**src/rtl/axi_lite_pkg.sv**
```systemverilog
// Shared types for the AXI4-Lite register file: response codes and the
// write/read channel state encodings.
package axi_lite_pkg;

  typedef enum logic [1:0] {
    OKAY   = 2'b00,
    EXOKAY = 2'b01,
    SLVERR = 2'b10,
    DECERR = 2'b11
  } resp_t;

  typedef enum logic [1:0] {
    W_IDLE,
    W_HAVE_AW,
    W_HAVE_W,
    W_RESP
  } w_state_t;

  typedef enum logic {
    R_IDLE,
    R_RESP
  } r_state_t;

endpackage

```
**src/rtl/axi_lite_addr_decode.sv**
```systemverilog
// Maps a bus address to a register index, plus in-range and read-only flags.
// Address bits below the word offset are ignored.
module axi_lite_addr_decode #(
  parameter int DATA_WIDTH    = 32,
  parameter int ADDRESS_WIDTH = 32,
  parameter int NUM_REGS      = 16,
  parameter logic [NUM_REGS-1:0] RO_MASK = '0
) (
  input  logic [ADDRESS_WIDTH-1:0]    addr,
  output logic [$clog2(NUM_REGS)-1:0] index,
  output logic                        in_range,
  output logic                        read_only
);

  localparam int LSB   = $clog2(DATA_WIDTH / 8);
  localparam int IDX_W = $clog2(NUM_REGS);

  assign index     = addr[LSB +: IDX_W];
  // Any set bit above the index field lands outside the register window.
  assign in_range  = (addr >> (LSB + IDX_W)) == '0;
  assign read_only = RO_MASK[index];

endmodule

```
**src/rtl/axi_lite_regfile.sv**
```systemverilog
// AXI4-Lite slave exposing NUM_REGS registers with byte strobes, per-register
// read-only overlay from ro_i, and fully registered channel outputs.
module axi_lite_regfile
  import axi_lite_pkg::*;
#(
  parameter int DATA_WIDTH    = 32,
  parameter int ADDRESS_WIDTH = 32,
  parameter int NUM_REGS      = 16,
  parameter logic [NUM_REGS-1:0] RO_MASK = '0
) (
  input  logic                           ACLK,
  input  logic                           ARESETn,
  input  logic [ADDRESS_WIDTH-1:0]       AWADDR,
  input  logic [2:0]                     AWPROT,
  input  logic                           AWVALID,
  output logic                           AWREADY,
  input  logic [DATA_WIDTH-1:0]          WDATA,
  input  logic [DATA_WIDTH/8-1:0]        WSTRB,
  input  logic                           WVALID,
  output logic                           WREADY,
  output logic [1:0]                     BRESP,
  output logic                           BVALID,
  input  logic                           BREADY,
  input  logic [ADDRESS_WIDTH-1:0]       ARADDR,
  input  logic [2:0]                     ARPROT,
  input  logic                           ARVALID,
  output logic                           ARREADY,
  output logic [DATA_WIDTH-1:0]          RDATA,
  output logic [1:0]                     RRESP,
  output logic                           RVALID,
  input  logic                           RREADY,
  output logic [NUM_REGS*DATA_WIDTH-1:0] reg_o,
  input  logic [NUM_REGS*DATA_WIDTH-1:0] ro_i
);

  localparam int IDX_W = $clog2(NUM_REGS);
  localparam int STRB_W = DATA_WIDTH / 8;

  logic [DATA_WIDTH-1:0] regs   [NUM_REGS];
  logic [DATA_WIDTH-1:0] ro_arr [NUM_REGS];

  for (genvar i = 0; i < NUM_REGS; i++) begin : g_flat
    assign reg_o[i*DATA_WIDTH +: DATA_WIDTH] = regs[i];
    assign ro_arr[i] = ro_i[i*DATA_WIDTH +: DATA_WIDTH];
  end

  logic unused_prot;
  assign unused_prot = ^{AWPROT, ARPROT};

  w_state_t w_state;
  r_state_t r_state;

  logic aw_hs, w_hs, ar_hs, wr_fire;
  logic [ADDRESS_WIDTH-1:0] aw_addr_q, wr_addr;
  logic [DATA_WIDTH-1:0]    wdata_q, wr_data;
  logic [STRB_W-1:0]        wstrb_q, wr_strb;
  logic [IDX_W-1:0]         wr_idx, rd_idx;
  logic                     wr_in_range, wr_ro, rd_in_range, rd_ro;
  resp_t                    wr_resp, rd_resp;
  logic [DATA_WIDTH-1:0]    rd_data;

  assign aw_hs = AWVALID && AWREADY;
  assign w_hs  = WVALID && WREADY;
  assign ar_hs = ARVALID && ARREADY;

  // A channel that handshakes on the completing edge is taken live; the
  // other one comes from the holding registers.
  assign wr_addr = aw_hs ? AWADDR : aw_addr_q;
  assign wr_data = w_hs ? WDATA : wdata_q;
  assign wr_strb = w_hs ? WSTRB : wstrb_q;

  axi_lite_addr_decode #(
    .DATA_WIDTH(DATA_WIDTH), .ADDRESS_WIDTH(ADDRESS_WIDTH),
    .NUM_REGS(NUM_REGS), .RO_MASK(RO_MASK)
  ) u_aw_decode (
    .addr(wr_addr), .index(wr_idx), .in_range(wr_in_range), .read_only(wr_ro)
  );

  axi_lite_addr_decode #(
    .DATA_WIDTH(DATA_WIDTH), .ADDRESS_WIDTH(ADDRESS_WIDTH),
    .NUM_REGS(NUM_REGS), .RO_MASK(RO_MASK)
  ) u_ar_decode (
    .addr(ARADDR), .index(rd_idx), .in_range(rd_in_range), .read_only(rd_ro)
  );

  always_comb begin
    wr_fire = 1'b0;
    case (w_state)
      W_IDLE:    wr_fire = aw_hs && w_hs;
      W_HAVE_AW: wr_fire = w_hs;
      W_HAVE_W:  wr_fire = aw_hs;
      default:   wr_fire = 1'b0;
    endcase
  end

  always_comb begin
    wr_resp = OKAY;
    if (!wr_in_range)
      wr_resp = DECERR;
    else if (wr_ro)
      wr_resp = SLVERR;
  end

  always_comb begin
    rd_resp = OKAY;
    rd_data = '0;
    if (!rd_in_range)
      rd_resp = DECERR;
    else if (rd_ro)
      rd_data = ro_arr[rd_idx];
    else
      rd_data = regs[rd_idx];
  end

  always_ff @(posedge ACLK or negedge ARESETn) begin
    if (!ARESETn) begin
      w_state   <= W_IDLE;
      AWREADY   <= 1'b0;
      WREADY    <= 1'b0;
      BVALID    <= 1'b0;
      BRESP     <= OKAY;
      aw_addr_q <= '0;
      wdata_q   <= '0;
      wstrb_q   <= '0;
    end else begin
      if (aw_hs)
        aw_addr_q <= AWADDR;
      if (w_hs) begin
        wdata_q <= WDATA;
        wstrb_q <= WSTRB;
      end
      case (w_state)
        W_IDLE: begin
          if (wr_fire) begin
            w_state <= W_RESP;
            AWREADY <= 1'b0;
            WREADY  <= 1'b0;
            BVALID  <= 1'b1;
            BRESP   <= wr_resp;
          end else if (aw_hs) begin
            w_state <= W_HAVE_AW;
            AWREADY <= 1'b0;
            WREADY  <= 1'b1;
          end else if (w_hs) begin
            w_state <= W_HAVE_W;
            AWREADY <= 1'b1;
            WREADY  <= 1'b0;
          end else begin
            AWREADY <= 1'b1;
            WREADY  <= 1'b1;
          end
        end
        W_HAVE_AW, W_HAVE_W: begin
          if (wr_fire) begin
            w_state <= W_RESP;
            AWREADY <= 1'b0;
            WREADY  <= 1'b0;
            BVALID  <= 1'b1;
            BRESP   <= wr_resp;
          end
        end
        W_RESP: begin
          if (BREADY) begin
            w_state <= W_IDLE;
            BVALID  <= 1'b0;
            AWREADY <= 1'b1;
            WREADY  <= 1'b1;
          end
        end
        default: w_state <= W_IDLE;
      endcase
    end
  end

  // Erroring writes (read-only or out of range) never touch storage.
  always_ff @(posedge ACLK or negedge ARESETn) begin
    if (!ARESETn) begin
      for (int i = 0; i < NUM_REGS; i++)
        regs[i] <= '0;
    end else if (wr_fire && wr_resp == OKAY) begin
      for (int b = 0; b < STRB_W; b++)
        if (wr_strb[b])
          regs[wr_idx][8*b +: 8] <= wr_data[8*b +: 8];
    end
  end

  always_ff @(posedge ACLK or negedge ARESETn) begin
    if (!ARESETn) begin
      r_state <= R_IDLE;
      ARREADY <= 1'b0;
      RVALID  <= 1'b0;
      RRESP   <= OKAY;
      RDATA   <= '0;
    end else begin
      case (r_state)
        R_IDLE: begin
          if (ar_hs) begin
            r_state <= R_RESP;
            ARREADY <= 1'b0;
            RVALID  <= 1'b1;
            RDATA   <= rd_data;
            RRESP   <= rd_resp;
          end else begin
            ARREADY <= 1'b1;
          end
        end
        R_RESP: begin
          if (RREADY) begin
            r_state <= R_IDLE;
            RVALID  <= 1'b0;
            ARREADY <= 1'b1;
          end
        end
        default: r_state <= R_IDLE;
      endcase
    end
  end

endmodule

```
**config.mk**
```make
export PLATFORM = sky130hd
export DESIGN_NAME = axi_lite_regfile
export DESIGN_NICKNAME = d
export VERILOG_FILES = /design/src/rtl/axi_lite_pkg.sv /design/src/rtl/axi_lite_addr_decode.sv /design/src/rtl/axi_lite_regfile.sv
export SDC_FILE = /design/constraint.sdc
export NUM_CORES = 1
export LEC_CHECK = 0
export CAP_MARGIN = 30
export CORE_AREA = 4 4 456 458
export CTS_BUF_LIST = sky130_fd_sc_hd__clkbuf_16
export CTS_CLUSTER_SIZE = 20
export DETAILED_ROUTE_END_ITERATION = 8
export DIE_AREA = 0 0 460 462
export DONT_BUFFER_PORTS = 1
export PLACE_DENSITY = 0.37
export SYNTH_ARGS = -nofsm -noshare
export SYNTH_HDL_FRONTEND = slang
export SYNTH_HIERARCHICAL = 1
export SYNTH_SLANG_ARGS = --single-unit
```
**constraint.sdc**
```tcl
create_clock -name ACLK -period 4.63 [get_ports ACLK]
set_input_delay 0.926 -clock ACLK [delete_from_list [all_inputs] [get_ports ACLK]]
set_output_delay 0.926 -clock ACLK [all_outputs]
set_load 0.03 [all_outputs]
```
==> results of run 1 <==
==> report_power, final <==
group / internal (µW) / switching [µW] / leakage, µW
registers: 5770 / 219 / 0.00851
clock network: 3600 / 2750 / 0.00132
logic: 1110 / 2850 / 0.00634
==> worst max-delay path by stage <==
stage          slack (ns)          to  depth (start not counted)
3_5_place_dp         0.14  reg_o[196]                         12
5_1_grt              0.52  reg_o[193]                         12
2_1_floorplan        0.75  reg_o[174]                         13
3_3_place_gp         0.13  reg_o[196]                         12
6_report             0.77   reg_o[88]                         12
4_1_cts              0.67  reg_o[198]                         11
==> through the flow <==
stage                     total power, µW  setup slack (ns)  cells  utilization
after global routing                17000             0.516   5681        0.187
after CTS                           16500             0.675   5644        0.186
final                               16300             0.768   5693        0.187
after floorplan                      8320             0.754   2926            -
after detailed placement             9960             0.141   5497        0.173
after global placement               9870             0.132   5491        0.173
==> cell type report <==
type,instances,area (µm²),area share
clock buffers,83,2080,0.0544
well taps,2688,3360,0.0880
repair buffers,140,1260,0.0330
clock inverters,64,523,0.0137
diodes,45,113,0.00295
flip-flops and latches,621,15500,0.407
inverters,40,165,0.00432
multi-input cells,2012,15200,0.397
==> state kept, by name, indices dropped and copies added, names as in the netlist <==
register and cells:
aw_addr_q 30, RDATA 32, BRESP 2, RRESP 1, w_state 2, ARREADY 1
WREADY 1, wstrb_q 4, RVALID 1, AWREADY 1, wdata_q 32, BVALID 1
r_state 1, reg_o 512
==> critical path: cells and delay by family (launching register included) <==
family / cells / cell delay (ns)
AO/OA/AOI/OAI: 1 / 0.10
buffers and inverters: 2 / 0.41
flip-flops: 1 / 0.38
multiplexers: 1 / 0.36
AND/OR/NAND/NOR: 8 / 2.42
==> routing by layer <==
layer / track usage / vias to the layer above
met2: 0.303 / 1234
met1: 0.208 / 12700
met5: 0 / -
met4: 0.0547 / 24
li1: - / 10700
met3: 0.0731 / 259
==> what timing repair did <==
| action | CTS | global route |
|---|---|---|
| gates resized for setup | 0 | 0 |
| buffers inserted | 0 | 0 |
| endpoints found under the hold margin | 396 | 126 |
==> reports/metrics.cfg, run 1 <==
[drt]
drt_iter0_markers = 1872
ant_nets = 0
totalWireLength_um = 201000
wl_met3_um = 19900
route.detailed.drc = 0
drtPass1Iterations = 5
viasPerCell = 4.38
met2RoutedLength_um = 97900
vias = 24900
m1WireLength_um = 76800
top_layer_used = met5
wl_per_cell_um = 35.2

[place]
gp_congestion = 0.808
placed_cell_area_mm2 = 0.0354
dp_hpwl_um = 155000
io_buffers = 0

[sta]
max_freq_ghz = 0.259
finalSetupTns_ns = 0
holdWs_ns = 0.171
hold_violations = 0
relSlewSlack = -0.609
grt_setup_unrepaired = no
tightest_slew_ns = 2.41
setup_viol = 0
finalMaxSlewViolations = 183
layout_min_cycle_time_ns = 3.86
fin_crit_sh = 0.834
clock_skew_ns = 0.0448

[final_layout]
drive_above_1_share = 0.205
num-nets-final = 3527
layout_common_cells = dfrtp_1 (621), a21oi_1 (355), nand2_1 (297)
design_area_mm2 = 0.0382
nFillCells = 22400
syn_to_final_growth_pct = 18.5
final_common_cell = dfrtp_1

[logic_synthesis]
synth_cells = 2926
synth_area_mm2 = 0.0322
yosysWarningCount = 6
synth_nets = 3555
avgSynthCellArea_um2 = 11.0

[setup_path]
cp_slowest_cell = and3b_2
cp-start-kind = flop
crit_start = AWREADY
cp_max_fo = 26
rrSetupSlack_ns = 0.77
rr_endpoint = reg_o[88]
crit_chain = nand2_1 > buf_12 > mux2_2 > nor4_1 > nand3_1 > nor2_1 > nor3b_4 > and3b_2 > buf_12 > nand4_2 > nand2_1 > o21ai_0
r2r_cells = 12
worst_ep_arrival_time_ns = 4.41
path_class = flop to flop
worstPathRequired_ns = 5.18
r2r-start = AWREADY
end_kind = flop
worst_path_largest_cell_delay_ns = 0.50

[floorplan]
start_util = 0.158
dieArea_mm2 = 0.213
ioPinCount = 1178
die_h_um = 462
fp-row-count = 166
core_mm2 = 0.204
die_w_um = 460

[global_routing]
grt_pass1_vias = 24000
antenna_found_initial = 80
grt_max_degree = 622
grt_pass1_wl_um = 254000
track_usage = 0.180
overflow = 0

[clock_network]
clock_latency_ns = 0.71
root_buffer = clkbuf_16
cts_sinks = 621
numCtsBuffers = 83
clkTransAtPathRegs_ns = 0.06
cts_tree = built
cts_max_path_buffers = 3
cts_max_level = 3

[run_status]
violations = slew limit
status = finished with violations

[power]
max-vdd-ir-drop_mv = 0.351
leakage_uw = 0.0162
power.density_mw_per_mm2 = 427

[worst_hold_path]
min_path_type = input port to asynchronous set/reset pin

[run]
cap_violations = 0

Power figures use the tool's default switching activity.
==> inputs of run 2 (changes only) <==
- clock period: 4.63 -> 3.7 ns (I/O delays scaled with it)
==> run 2 against run 1 <==
Effect of this change:
- the run ends with hold timing, slew limit left
- wire length up 0.44%
- final cell count up 0.65%
- critical path depth up 4
- die area unchanged
- sequential power up 25%
- non-clock buffer count up 35
- highest routed layer unchanged
==> reports/metrics.cfg, run 2 (same netlist as run 1, synthesis figures left out) <==
[run_status]
status = finished with violations
violations = hold timing, slew limit

[setup_path]
worstPathRequired_ns = 4.32  ; -0.86 ns
cp_max_fo = 24  ; -7.7%
r2r_cells = 16  ; +4
path_class = flop to flop
rr_endpoint = reg_o[380]
end_kind = flop
crit_chain = nand2_1 > buf_12 > mux2_2 > nor4_1 > buf_4 > nand3_1 > nor2_1 > buf_4 > nor3b_4 > buf_4 > nand3_4 > buf_12 > nor4_4 > buf_12 > nor2_1 > a21oi_1
r2r-start = AWREADY
cp-start-kind = flop
cp_slowest_cell = dfrtp_1
worst_path_largest_cell_delay_ns = 0.37  ; -0.13 ns
worst_ep_arrival_time_ns = 4.06  ; -0.35 ns
rrSetupSlack_ns = 0.25  ; -0.51 ns

[final_layout]
num-nets-final = 3562  ; +0.99%
final_common_cell = dfrtp_1
syn_to_final_growth_pct = 21.6
design_area_mm2 = 0.0392  ; +2.6%
drive_above_1_share = 0.214  ; +0.00968
layout_common_cells = dfrtp_1 (621), a21oi_1 (355), nand2_1 (297)
largest_register_ffs = 512  ; unchanged
utilization = 0.192  ; +0.00481

[power]
p_comb_frac = 0.242  ; about the same
clockPowerShare = 0.390  ; about the same
power.density_mw_per_mm2 = 520  ; +22%
leakage_uw = 0.0166  ; +2.7%
max-vdd-ir-drop_mv = 0.376  ; +7.0%
swShare = 0.361  ; +0.00344
seq_power_share = 0.368  ; about the same
p_sw_uw = 7340  ; +26%
intPower_uw = 13000  ; +24%

[sta]
clock_skew_ns = 0.0403  ; -0.00446 ns
tightest_slew_ns = 2.28  ; -0.134 ns
fin_crit_sh = 0.932  ; +0.0975
layout_min_cycle_time_ns = 3.45  ; -0.415 ns
finalMaxSlewViolations = 181  ; -1.1%
timing.final.ws_setup_ns = 0.253  ; -0.515 ns
setup_viol = 0  ; unchanged
hold_violations = 9  ; +9
holdWs_ns = -0.0468  ; -0.218 ns
relSlewSlack = -0.520  ; +0.0891
grt_setup_unrepaired = no
max_freq_ghz = 0.290  ; +12%

[global_routing]
grt-busiest-layer = met2
antenna_found_initial = 86  ; +7.5%
overflow = 0  ; unchanged
grt_util_met2 = 0.303  ; -0.000370
use_met3 = 0.0749  ; +0.00188
grt_pass1_vias = 24200  ; +0.65%
grt_pass1_wl_um = 257000  ; +1.1%
grt_max_degree = 622  ; unchanged
grtUsageMet1 = 0.212  ; +0.00362
track_usage = 0.181  ; +0.00130

[drt]
drtPass1Iterations = 7  ; +2
ant_nets = 0  ; unchanged
wl_per_cell_um = 35.2  ; -0.21%
vias = 25300  ; +1.3%
route.detailed.drc = 0  ; unchanged
totalWireLength_um = 202000  ; +0.44%
viasPerCell = 4.41  ; +0.61%
drt_iter0_markers = 2276  ; +22%

[floorplan]
die_h_um = 462  ; unchanged
dieArea_mm2 = 0.213  ; unchanged
core_mm2 = 0.204  ; unchanged
fp-row-count = 166  ; unchanged
die_w_um = 460  ; unchanged
start_util = 0.158  ; unchanged
ioPinCount = 1178  ; unchanged

[clock_network]
cts_tree = built
clock_latency_ns = 0.72  ; about the same
cts_max_level = 3  ; unchanged
cts_sinks = 621  ; unchanged
cts_max_path_buffers = 3  ; unchanged
root_buffer = clkbuf_16
clkTransAtPathRegs_ns = 0.06  ; about the same
numCtsBuffers = 83  ; unchanged

[place]
placed_cell_area_mm2 = 0.0363  ; +2.7%
pre_cts_slack_ns = -0.152  ; -0.293 ns
io_buffers = 0  ; unchanged
dp_hpwl_um = 156000  ; +0.58%
gp_congestion = 0.814  ; +0.67%

[worst_hold_path]
min_path_type = input port to asynchronous set/reset pin

[run]
cap_violations = 0  ; unchanged

run 2: cell types whose count changed in the layout (fill, tap and decap cells not counted), moves of 2 or more:
cell / previous run / this run
buf_12: 8 / 67
buf_4: 123 / 103
clkinv_4: 3 / 7
buf_8: 3 / 0
clkinv_16: 1 / 4
buf_6: 2 / 0
bufinv_16: 6 / 4
clkinv_1: 23 / 21
clkinv_2: 7 / 9
clkinv_8: 2 / 0
diode_2: 45 / 43
inv_1: 52 / 54
mux2i_1: 205 / 207
run 2: how the worst max path moves through the flow:
stage,start,endpoint,cells after the start
global placement,AWVALID,reg_o[188],16
floorplan,AWVALID,reg_o[174],13
detailed placement,AWVALID,reg_o[185],16
finish,AWREADY,reg_o[380],16
CTS,AWREADY,reg_o[185],16
global route,AWREADY,reg_o[381],16
run 2: repair_timing:
action	4_1_cts	5_1_grt
setup endpoints to repair	0	12
endpoints found under the hold margin	621	104
setup buffers	0	1
gates resized for setup	0	1
run 2: power groups by stage:
stage	sequential, µW	combinational (µW)	clock, µW
CTS	7490	4830	8270
global placement	7590	4790	0
floorplan	7530	2870	0
finish	7490	4930	7950
global route	7530	5290	8490
detailed placement	7600	4830	0
run 2: area by class of cell:
type / count / area, µm²
multi-input combinational: 2012 / 15100
fill: 22300 / 165000
clock inverter: 68 / 547
inverter: 40 / 165
sequential: 621 / 15500
clock buffer: 83 / 2080
timing repair buffer: 175 / 2230
tap: 2688 / 3360
antenna: 43 / 108
run 2: stage by stage:
stage	power [µW]	TNS, ns	cells	hold WS (ns)
6_report	20400	0	5730	-0.0468
5_1_grt	21300	0	5719	0.0185
4_1_cts	20600	0	5681	-0.315
3_5_place_dp	12400	-9.34	5530	0.470
3_3_place_gp	12400	-5.74	5530	0.465
2_1_floorplan	10400	0	2926	0.438
run 2: per-layer routing:
metal,share of wire,vias to the layer above
met5,0.0012,-
li1,-,10800
met4,0.030,34
met3,0.098,299
met2,0.49,1233
met1,0.39,12900
run 2: worst max-delay path, delay by kind of cell, from the launching register on:
kind,cells,cell delay [ns]
simple gates,8,1.39
mux,1,0.36
flops,1,0.37
buf+inv,6,1.06
compound gates,1,0.12
